`config.mk`:
```
export PLATFORM = sky130hd
export DESIGN_NAME = stopwatch_report_parser
export DESIGN_NICKNAME = d
export VERILOG_FILES = /design/src/rtl/stopwatch_uart_pkg.sv /design/src/rtl/report_idle_timer.sv /design/src/rtl/stopwatch_report_parser.sv
export SDC_FILE = /design/constraint.sdc
export NUM_CORES = 1
export LEC_CHECK = 0
export BUFFER_PORTS_ARGS = -buffer_cell sky130_fd_sc_hd__buf_2
export CAP_MARGIN = 10
export CORE_MARGIN = 3
export CORE_UTILIZATION = 40
export DETAILED_ROUTE_END_ITERATION = 10
export PLACE_DENSITY_LB_ADDON = 0.3
export REMOVE_ABC_BUFFERS = 1
export SYNTH_ARGS = -nofsm -noshare
export SYNTH_HDL_FRONTEND = slang
export SYNTH_SLANG_ARGS = --single-unit
```
`constraint.sdc`:
```
create_clock -name i_clk -period 2.26 [get_ports i_clk]
set_input_delay 0.226 -clock i_clk [delete_from_list [all_inputs] [get_ports i_clk]]
set_output_delay 0.226 -clock i_clk [all_outputs]
set_load 0.005 [all_outputs]
```
`src/rtl/stopwatch_uart_pkg.sv`:
```
// Shared constants and types for the stopwatch UART report path.
// The parser's optional error counter is enabled with STOPWATCH_PARSER_ERRCNT_EN.
package stopwatch_uart_pkg;

  localparam logic [7:0] CHAR_0  = 8'h30;
  localparam logic [7:0] CHAR_9  = 8'h39;
  localparam logic [7:0] CHAR_CR = 8'h0D;
  localparam logic [7:0] CHAR_LF = 8'h0A;

  localparam logic [7:0] CMD_GO     = 8'h47;  // 'G'
  localparam logic [7:0] CMD_PAUSE  = 8'h50;  // 'P'
  localparam logic [7:0] CMD_UP     = 8'h55;  // 'U'
  localparam logic [7:0] CMD_CLR    = 8'h43;  // 'C'
  localparam logic [7:0] CMD_REPORT = 8'h52;  // 'R'

  localparam int unsigned FRAME_DIGITS = 4;

  typedef enum logic [2:0] {
    IDLE,
    S_D2,
    S_D1,
    S_D0,
    S_TERM
  } parser_state_e;

endpackage

```
`src/rtl/report_idle_timer.sv`:
```
// Idle-gap timer for the report parser: counts empty cycles inside a partial frame
// and flags expiry on the cycle the count would reach TIMEOUT.
module report_idle_timer #(
  parameter int unsigned TIMEOUT = 64,
  parameter int unsigned TO_W    = 7
) (
  input  logic i_clk,
  input  logic i_reset_n,
  input  logic i_clear,
  input  logic i_enable,
  input  logic i_idle,
  output logic o_expired
);

  logic [TO_W-1:0] r_cnt;
  logic            w_at_limit;

  assign w_at_limit = (r_cnt == TO_W'(TIMEOUT - 1));
  // An accepted byte in the same cycle always beats expiry.
  assign o_expired  = i_enable & i_idle & ~i_clear & w_at_limit;

  always_ff @(posedge i_clk or negedge i_reset_n) begin
    if (!i_reset_n) begin
      r_cnt <= '0;
    end else if (i_clear || !i_enable || o_expired) begin
      r_cnt <= '0;
    end else if (i_idle) begin
      r_cnt <= r_cnt + TO_W'(1);
    end
  end

endmodule

```
`src/rtl/stopwatch_report_parser.sv`:
```
// Parses "DDDD<CR>" report frames from a FWFT FIFO into BCD digits.
// Define STOPWATCH_PARSER_ERRCNT_EN to add the saturating o_err_cnt output.
module stopwatch_report_parser
  import stopwatch_uart_pkg::*;
#(
  parameter int unsigned DBIT    = 8,
  parameter int unsigned TIMEOUT = 64,
  parameter int unsigned TO_W    = 7
) (
  input  logic            i_clk,
  input  logic            i_reset_n,
  input  logic            i_empty,
  input  logic [DBIT-1:0] i_rd_data,
  output logic            o_rd,
  output logic [3:0]      o_d3,
  output logic [3:0]      o_d2,
  output logic [3:0]      o_d1,
  output logic [3:0]      o_d0,
  output logic            o_valid,
  output logic            o_err
`ifdef STOPWATCH_PARSER_ERRCNT_EN
  ,
  output logic [7:0]      o_err_cnt
`endif
);

  parser_state_e r_state, w_state_nxt;

  logic [3:0] r_sh  [FRAME_DIGITS];
  logic [3:0] r_dig [FRAME_DIGITS];
  logic       r_valid, r_err;

  logic [7:0]              w_byte;
  logic                    w_accept, w_is_digit, w_expired;
  logic [3:0]              w_digit;
  logic [FRAME_DIGITS-1:0] w_load;
  logic                    w_commit, w_valid_nxt, w_err_nxt;

  assign w_accept   = ~i_empty;
  assign o_rd       = w_accept;
  assign w_byte     = 8'(i_rd_data);
  assign w_is_digit = (w_byte >= CHAR_0) && (w_byte <= CHAR_9);
  assign w_digit    = w_byte[3:0];

  report_idle_timer #(
    .TIMEOUT (TIMEOUT),
    .TO_W    (TO_W)
  ) u_idle_timer (
    .i_clk     (i_clk),
    .i_reset_n (i_reset_n),
    .i_clear   (w_accept),
    .i_enable  (r_state != IDLE),
    .i_idle    (i_empty),
    .o_expired (w_expired)
  );

  always_comb begin
    w_state_nxt = r_state;
    w_load      = '0;
    w_commit    = 1'b0;
    w_valid_nxt = 1'b0;
    w_err_nxt   = 1'b0;
    if (w_accept) begin
      unique case (r_state)
        IDLE: begin
          // Anything but a digit is dropped here without complaint.
          if (w_is_digit) begin
            w_load[3]   = 1'b1;
            w_state_nxt = S_D2;
          end
        end
        S_D2, S_D1, S_D0: begin
          if (w_is_digit) begin
            unique case (r_state)
              S_D2:    begin w_load[2] = 1'b1; w_state_nxt = S_D1;   end
              S_D1:    begin w_load[1] = 1'b1; w_state_nxt = S_D0;   end
              default: begin w_load[0] = 1'b1; w_state_nxt = S_TERM; end
            endcase
          end else begin
            w_err_nxt   = 1'b1;
            w_state_nxt = IDLE;
          end
        end
        S_TERM: begin
          if (w_byte == CHAR_CR) begin
            w_commit    = 1'b1;
            w_valid_nxt = 1'b1;
          end else begin
            w_err_nxt   = 1'b1;
          end
          w_state_nxt = IDLE;
        end
        default: w_state_nxt = IDLE;
      endcase
    end else if (w_expired) begin
      w_err_nxt   = 1'b1;
      w_state_nxt = IDLE;
    end
  end

  always_ff @(posedge i_clk or negedge i_reset_n) begin
    if (!i_reset_n) begin
      r_state <= IDLE;
      r_valid <= 1'b0;
      r_err   <= 1'b0;
      for (int i = 0; i < FRAME_DIGITS; i++) begin
        r_sh[i]  <= '0;
        r_dig[i] <= '0;
      end
    end else begin
      r_state <= w_state_nxt;
      r_valid <= w_valid_nxt;
      r_err   <= w_err_nxt;
      for (int i = 0; i < FRAME_DIGITS; i++) begin
        if (w_load[i]) r_sh[i] <= w_digit;
        if (w_commit)  r_dig[i] <= r_sh[i];
      end
    end
  end

  assign o_d3    = r_dig[3];
  assign o_d2    = r_dig[2];
  assign o_d1    = r_dig[1];
  assign o_d0    = r_dig[0];
  assign o_valid = r_valid;
  assign o_err   = r_err;

`ifdef STOPWATCH_PARSER_ERRCNT_EN
  logic [7:0] r_err_cnt;

  always_ff @(posedge i_clk or negedge i_reset_n) begin
    if (!i_reset_n) begin
      r_err_cnt <= '0;
    end else if (w_err_nxt && (r_err_cnt != 8'hFF)) begin
      r_err_cnt <= r_err_cnt + 8'd1;
    end
  end

  assign o_err_cnt = r_err_cnt;
`endif

endmodule

```
==> flow_metrics.tcl <==
set metrics [dict create \
    pre_cts_ws_ps 580 \
    crit_path_cell_trace "nor2_1, nand4_4, mux2_4" \
    cts_tree "built" \
    min_path_type "in2async" \
    multi_input_area_um2 719 \
    nFillCells 383 \
    worstSetupStartpoint "r_state[0]$_DFFE_PN0P_" \
    cp_max_fo 17 \
    overflow 0 \
    num_vias 1110 \
    yosys.area.top_type_share_pct 59.3 \
    hpwl_mm 2.39 \
    start_kind "register" \
    combPwrFrac_pct 4.8 \
    synth_common_cells "44 x dfrtp_1, 23 x mux2_2, 9 x mux2_4, 7 x nor2_1, 5 x inv_1" \
    ys_seq_area_share_pct 59.3 \
    seqCellArea_um2 1100 \
    cp.required_ps 2440 \
    cp_slowest_cell "dfrtp_1" \
    tightest_slew_ps 936 \
    peakVddDrop_mv 0.389 \
    yosys.area_share.simple_pct 10.1 \
    dieWidth_um 74.1 \
    fin_skew_ps 7.92 \
    die_h_um 74.1 \
    pwr-share-clk_pct 35.7 \
    cts_buffer_depth 2 \
    power_mw 1.37 \
    clock_sinks 44 \
    reg2reg_from "r_state[0]$_DFFE_PN0P_" \
    synth_mux_area_share_pct 21.8 \
    routed_wl_mm 3.32 \
    final_net_count 174 \
    numCtsBuffers 5 \
    rows 24 \
    leakage_nw 1.12 \
    pwr_density_cell_nw_per_um2 641 \
    hold_buffers 0 \
    fmax_ghz 0.594 \
    synth_compound_area_share_pct 4.79 \
    cts_root_buffer "clkbuf_8" \
    endpoint_kind "register" \
    diodes 0 \
    area_growth_pct 15.4 \
    intPower_mw 1.05 \
    synth_ff_type "dfrtp_1" \
    clk_latency_ps 300 \
    max_stage_delay_ps 470 \
    slew_headroom_pct 37.6 \
    track_usage_pct 14.2 \
    hold_viol_final 0 \
    crit_type "reg2reg" \
    ant_nets 0 \
    clk_pin_slew_ps 90 \
    syn_avg_cell_area_um2 14.5 \
    portBuffers 29 \
    drive_gt1_share_pct 44.2 \
    vias_per_cell 5.16 \
    yosysMostFrequentCell "dfrtp_1" \
    r2r-end "o_d0[2]$_DFFE_PN0P_" \
    syn-instance-count 128 \
    yosys_warnings 0 \
    seqPwrFrac_pct 59.5 \
    ioPinCount 30 \
    syn-cell-area_um2 1860 \
    drt_iter0_markers 36 \
    core-area_um2 4410 \
    grt_pass1_wl_mm 5.77 \
    synthAdderAreaFrac_pct 0.674 \
    drc 0 \
    grt_max_degree 45 \
    setup_tns_ps 0 \
    rr_worst_depth 3 \
    antenna_found_initial 0 \
    synth-xor-area-share_pct 1.42 \
    synth_top_cells_by_area "dfrtp_1 59%, mux2_2 14%, mux2_4 7.3%" \
    setup_viol 0 \
    worst-path-buf-inv 0 \
    post-cts-setup-buffers 0 \
    crit_arrival_ps 1870 \
    slew_viol_final 0 \
    yosysTopAreaCell "dfrtp_1" \
    globalplace.congestion 0.836 \
    h-tree-depth 2 \
    die_area_um2 5490 \
    synth_top_family_by_area "multiplexers" \
    grt_pass1_vias 1159 \
    cpLargestDelayFamily "simple AND/OR/NAND/NOR gates" \
    r2r_slack_ps 580 \
    cap_violations 0 \
    ys_ff_latch 44 \
    status "complete, no violations" \
    firstDrtPassIters 4 \
    synth_edf_count 0 \
    p_sw_share_pct 23.3 \
    async_flop_share_pct 100 \
    cts_resized 0 \
    fin_crit_ps 1680 \
    power_switching_mw 0.320 \
    ys_types 32 \
    period_share_pct 74.5 \
    start_util_pct 42.0 \
    wl_per_cell_um 15.5 \
    rsz0062_at_grt "no" \
    fin_ws_ps 576 \
]
flip-flops by register name (all words and copies together), names as in the netlist:
register / flops
r_sh: 16
u_idle_timer.r_cnt: 7
o_d0: 4
o_d1: 4
o_d2: 4
o_d3: 4
r_state: 3
o_err: 1
o_valid: 1
through the flow:
step	hold WS [ps]	instance area (um^2)	cells	util (%)
finish	57.7	2140	215	48.5
global route	131	2140	215	48.5
CTS	94.2	2140	215	48.5
detailed placement	428	2050	207	46.4
global placement	398	2050	207	46.4
floorplan	-69.6	1840	126	-
power by group through the flow:
stage / sequential, mW / combinational [mW] / clock, mW
2_1_floorplan: 0.829 / 0.0294 / 0
3_3_place_gp: 0.830 / 0.0651 / 0
3_5_place_dp: 0.832 / 0.0677 / 0
4_1_cts: 0.816 / 0.0677 / 0.508
5_1_grt: 0.818 / 0.0743 / 0.552
6_report: 0.816 / 0.0659 / 0.490
cell type report:
| cell class | instances | area share, % |
|---|---|---|
| Clock buffer | 5 | 3.21 |
| Clock inverter | 3 | 1.11 |
| Inverter | 5 | 0.876 |
| Multi-Input combinational cell | 77 | 33.6 |
| Sequential cell | 44 | 51.4 |
| Tap cell | 52 | 3.04 |
| Timing Repair Buffer | 29 | 6.78 |
per-layer routing:
metal / up-vias / GRT usage [%] / part of all wire (%)
met5: - / 0 / 0
met4: 0 / 6.04 / 1.1
met3: 4 / 4.59 / 4.5
met2: 20 / 22.2 / 49
met1: 561 / 18.0 / 45
li1: 525 / - / -
logic make-up after synthesis:
kind of cell               Yosys count
DFF                                 44
muxes                               33
and+or+nand+nor                     27
AOI/OAI and AO/OA                   13
buffers and inverters                7
xor gates and xnor gates             3
adders and majority gates            1
how the worst max path moves through the flow:
| stage | endpoint | slack, ps | depth (start not counted) |
|---|---|---|---|
| finish | o_d0[2]$_DFFE_PN0P_ | 580 | 3 |
| global route | o_d2[3]$_DFFE_PN0P_ | 440 | 3 |
| CTS | o_d2[3]$_DFFE_PN0P_ | 570 | 3 |
| detailed placement | o_d2[1]$_DFFE_PN0P_ | 580 | 3 |
| global placement | o_d1[2]$_DFFE_PN0P_ | 640 | 4 |
| floorplan | o_d0[0]$_DFFE_PN0P_ | 790 | 3 |
worst register-to-register path: stages (launching register included):
cell and delay (ps):
dfrtp_1 470, nor2_1 290, nand4_4 390, mux2_4 420
cell usage in the layout, fill, tap and decap left out, types with 2 or more instances in the layout:
cell	count
buf_2	29
clkbuf_8	5
clkinvlp_4	2
dfrtp_1	44
inv_1	5
mux2_2	23
mux2_4	9
nand2_1	2
nand3_1	3
nand4_1	4
nor2_1	7
nor2b_1	3
o21ai_0	3
o21ai_1	2
o31a_1	2
xor2_1	2
No activity file was read; power rests on OpenSTA's default activity.
